## src/rtl/serial_alu_ctrl.sv

```systemverilog
// Bit-serial sequencer for an external 1-bit full-adder cell.
// Runs one W-bit add/sub/inc/dec LSB-first, one bit per clock, then
// publishes result and flags together with a one-cycle done pulse.
//
// state | meaning
// IDLE  | waiting for start; operands captured on the accepting edge
// SHIFT | one bit per clock through the cell, busy high
// DONE  | result/flags just updated, done high for one cycle
module serial_alu_ctrl #(
   parameter int W = 8
) (
   input  logic         clk,
   input  logic         rst,
   input  logic         start,
   input  logic [1:0]   op,
   input  logic [W-1:0] a,
   input  logic [W-1:0] b,
   output logic         bit_a,
   output logic         bit_b,
   output logic         bit_ci,
   input  logic         bit_o,
   input  logic         bit_co,
   output logic         busy,
   output logic         done,
   output logic [W-1:0] result,
   output logic         carry_out,
   output logic         overflow,
   output logic         zero
);

   localparam int CW = $clog2(W);

   typedef enum logic [1:0] {
      IDLE  = 2'd0,
      SHIFT = 2'd1,
      DONE  = 2'd2
   } state_t;

   state_t         state_q, state_d;
   logic [W-1:0]   sh_a_q, sh_a_d;
   logic [W-1:0]   sh_b_q, sh_b_d;
   logic [W-1:0]   sum_q, sum_d;
   logic           carry_q, carry_d;
   logic [CW-1:0]  cnt_q, cnt_d;
   logic [W-1:0]   result_q, result_d;
   logic           carry_out_q, carry_out_d;
   logic           overflow_q, overflow_d;

   // State and datapath registers; reset abandons any op in flight.
   always_ff @(posedge clk or posedge rst) begin
      if (rst) begin
         state_q     <= IDLE;
         sh_a_q      <= '0;
         sh_b_q      <= '0;
         sum_q       <= '0;
         carry_q     <= 1'b0;
         cnt_q       <= '0;
         result_q    <= '0;
         carry_out_q <= 1'b0;
         overflow_q  <= 1'b0;
      end else begin
         state_q     <= state_d;
         sh_a_q      <= sh_a_d;
         sh_b_q      <= sh_b_d;
         sum_q       <= sum_d;
         carry_q     <= carry_d;
         cnt_q       <= cnt_d;
         result_q    <= result_d;
         carry_out_q <= carry_out_d;
         overflow_q  <= overflow_d;
      end
   end

   // Next-state, operand pre-conditioning, bit stepping and cell drive.
   always_comb begin
      state_d     = state_q;
      sh_a_d      = sh_a_q;
      sh_b_d      = sh_b_q;
      sum_d       = sum_q;
      carry_d     = carry_q;
      cnt_d       = cnt_q;
      result_d    = result_q;
      carry_out_d = carry_out_q;
      overflow_d  = overflow_q;
      bit_a       = 1'b0;
      bit_b       = 1'b0;
      bit_ci      = 1'b0;
      busy        = 1'b0;
      done        = 1'b0;

      case (state_q)
         IDLE: begin
            if (start) begin
               sh_a_d = a;
               // sub = A + ~B + 1, inc = A + 0 + 1, dec = A + all-ones + 0
               case (op)
                  2'b00:   sh_b_d = b;
                  2'b01:   sh_b_d = ~b;
                  2'b10:   sh_b_d = '0;
                  default: sh_b_d = '1;
               endcase
               carry_d = op[0] ^ op[1];
               sum_d   = '0;
               cnt_d   = '0;
               state_d = SHIFT;
            end
         end
         SHIFT: begin
            busy   = 1'b1;
            bit_a  = sh_a_q[0];
            bit_b  = sh_b_q[0];
            bit_ci = carry_q;
            sh_a_d  = sh_a_q >> 1;
            sh_b_d  = sh_b_q >> 1;
            sum_d   = {bit_o, sum_q[W-1:1]};
            carry_d = bit_co;
            cnt_d   = cnt_q + CW'(1);
            if (cnt_q == CW'(W-1)) begin
               result_d    = {bit_o, sum_q[W-1:1]};
               carry_out_d = bit_co;
               overflow_d  = carry_q ^ bit_co;
               state_d     = DONE;
            end
         end
         DONE: begin
            done    = 1'b1;
            state_d = IDLE;
         end
         default: state_d = IDLE;
      endcase
   end

   assign result    = result_q;
   assign carry_out = carry_out_q;
   assign overflow  = overflow_q;
   assign zero      = (result_q == '0);

endmodule
```

## config.mk

```make
export PLATFORM = sky130hd
export DESIGN_NAME = serial_alu_ctrl
export DESIGN_NICKNAME = d
export VERILOG_FILES = /design/src/rtl/serial_alu_ctrl.sv
export SDC_FILE = /design/constraint.sdc
export NUM_CORES = 1
export LEC_CHECK = 0
export CORE_MARGIN = 2
export CORE_UTILIZATION = 40
export DETAILED_ROUTE_END_ITERATION = 10
export GPL_ROUTABILITY_DRIVEN = 0
export PLACE_DENSITY = 0.65
export RECOVER_POWER = 25
export SYNTH_ARGS = -nofsm -noshare
export SYNTH_HDL_FRONTEND = slang
export SYNTH_SLANG_ARGS = --single-unit
```

## constraint.sdc

```tcl
create_clock -name clk -period 1.9 [get_ports clk]
set_input_delay 0.475 -clock clk [delete_from_list [all_inputs] [get_ports clk]]
set_output_delay 0.475 -clock clk [all_outputs]
set_load 0.005 [all_outputs]
```

==> out/metrics.cfg <==
[yosys]
synth_area_mm2=0.00180
synth.net_count=181
synth_cell_types=24
ys_warn_count=0
synth_mux_area_share_pct=15.1
synth_compound_area_share_pct=13.3
yosysSeqAreaShare_pct=54.2
synth-simple-area-share_pct=8.83
synthAdderAreaFrac_pct=3.47
avgSynthCellArea_um2=11.8
synth_xor_area_share_pct=0.486
synth-seq-cells=39
synth_top_family_by_area=multiplexers
synthCells=153

[finish]
num_antenna_cells=0
final_cell_count_no_fill=260
drive_above_1_share_pct=25.5
layout_commonest_cell=dfrtp_1
final_cell_mix=dfrtp_1 (39), clkdlybuf4s50_1 (31), mux2_2 (18), buf_4 (17)
final_area_mm2=0.00244
area_delta_synth_final_pct=35.5
layout.nets=235
fin_util_pct=56.0

[sta]
fmax_mhz=525
hold_slack_ns=0.488
rsz0062_at_grt=yes
tns_ns=-0.00592
slew_headroom_pct=35.9
hold_viol_final=0
min_period_ns=1.91
max_slew.worst_pin.slew_ns=0.961
finClkSkew_ns=0.00481
final_max_slew_viol_count=0
layout_setup_ws_ns=-0.00592
finalSetupViolCount=1
min_period_over_period_pct=100

[global_route]
grt_overflow=0
grtUsageTotal_pct=16.8
grt_pass1_vias=1456
grt_util_met2_pct=28.0
grt_first_pass_wirelength_mm=6.60
global_route.usage.met1_pct=21.0
antenna_found_initial=0
grt_max_degree=40
grtUsageMet3_pct=3.99
grt-busiest-layer=met2

[routing]
drtIter0Drc=58
num_vias=1323
vias_per_cell=5.09
wl_per_cell_um=14.5
dr.pass1.iters=4
ant_nets=0
post-route-drc-count=0
wl_mm=3.78

[power_and_ir_drop]
power_switching_share_pct=30.8
pwr-share-clk_pct=17.9
p_seq_share_pct=41.0
p_switching_mw=1.05
leakagePower_nw=1.15
power.density_mw_per_mm2=1390
totalPowerFinal_mw=3.39
vdd_drop_max_v=0.000778
p_int_mw=2.35
comb_power_share_pct=41.1

[worst_setup_path]
path_class=reg -> out
required_ns=1.42
cp-start-kind=flip-flop
cp-end-kind=output pin
arrival_ns=1.43
cp_max_fo=2

[floorplanning]
die_w_um=71.1
die_h_um=71.1
rows=24
dieArea_mm2=0.00505
initial_core_util_pct=41.4
core_mm2=0.00435
ioPinCount=39

[placed_design]
dp_hpwl_mm=2.63
io_buffers=38
dp.cells=249
dp_slack_ns=-0.237
dpl_cell_area_mm2=0.00230

[clocking]
path_clk_slew_ns=0.07
cts_max_level=2
clk-insertion-delay-late_ns=0.29
cts_made_buffers=5
clk_path_buf_depth=2
cts_root_buffer=clkbuf_8
cts_tree=done
cts.sinks=39

[run_status]
status=complete, but fails checks
violations=setup timing

[worst_hold_path]
min_path_type=reg -> reg

[run]
cap_violations=0

==> critical path, stage by stage (launching register included) <==
cell and delay [ns]:
dfrtp_1 0.38, or4_4 0.55, nor2_4 0.11, clkbuf_2 0.11
==> synthesized netlist by cell type (all sizes together) <==
cell type,count,area [um^2]
a21oi,1,5.00
a22o,9,78.8
a22oi,1,7.51
and2,3,18.8
buf,9,61.3
clkbuf,1,5.00
dfrtp,39,976
ha,5,62.6
inv,4,15.0
mux2,18,203
mux2i,7,70.1
nand2,16,60.1
nand3b,1,7.51
nor2,3,11.3
nor2b,6,37.5
o21ai,16,80.1
o21ba,1,10.0
o22ai,8,50.1
o2bb2ai,1,8.76
or3b,1,8.76
or4,2,15.0
xnor2,1,8.76
==> repair_timing <==
| item | CTS | global route |
|---|---|---|
| endpoints found under the setup margin | 6 | 5 |
| gates resized for setup | 9 | 9 |
| setup buffers | 3 | 0 |
| pin swaps | 0 | 2 |
| hold buffers | 0 | 0 |
==> worst paths after layout <==
kind | from | to | slack (ns) | cells after the start
worst max-delay path | result[3]$_DFFE_PP0P_ | zero | -0.006 | 3
worst min-delay path | sh_a_q[5]$_DFFE_PP0P_ | sh_a_q[4]$_DFFE_PP0P_ | 0.49 | 2
worst max register to register | cnt_q[0]$_DFFE_PP0P_ | result[0]$_DFFE_PP0P_ | 0.36 | 5
worst min register to register | sh_a_q[5]$_DFFE_PP0P_ | sh_a_q[4]$_DFFE_PP0P_ | 0.49 | 2
max in group asynchronous | rst | sh_a_q[5]$_DFFE_PP0P_ | 0.39 | 3
min in group asynchronous | rst | result[7]$_DFFE_PP0P_ | 0.92 | 3
==> power by group through the flow <==
stage	Clock [mW]	Combinational, mW	Sequential, mW
5_1_grt	0.662	1.56	1.44
6_report	0.607	1.39	1.39
4_1_cts	0.621	1.39	1.39
3_3_place_gp	0	1.29	1.38
3_5_place_dp	0	1.34	1.40
2_1_floorplan	0	0.739	1.36
==> cells by family (layout without fill, tap and decap cells) <==
| group | after synthesis | count (layout) |
|---|---|---|
| flip-flops | 39 | 39 |
| AO/OA/AOI/OAI | 37 | 37 |
| AND/OR/NAND/NOR | 32 | 32 |
| multiplexers | 25 | 25 |
| buffers and inverters | 14 | 69 |
| adder cells (fa/ha/maj) | 5 | 5 |
| XOR/XNOR | 1 | 1 |
==> sequential cells by signal, summed over array words and instances, names as in the netlist <==
| name | cells |
|---|---|
| sum_q | 7 |
| cnt_q | 3 |
| overflow | 1 |
| carry_out | 1 |
| sh_a_q | 8 |
| state_q | 2 |
| result | 8 |
| carry_q | 1 |
| sh_b_q | 8 |
==> per-layer routing <==
layer,wire (um),share of wire [%],up-vias
met5,0,0,-
met4,66,1.7,0
met3,181,4.8,5
met2,1900,50,34
met1,1630,43,636
li1,-,-,648
==> layout make-up <==
class / count / area [um^2]
fill: 400 / 1910
sequential: 39 / 976
multi-input combinational: 100 / 771
timing repair buffer: 57 / 513
clock buffer: 8 / 100
tap: 52 / 65.1
inverter: 4 / 15.0
(Power assumes the default switching activity.)
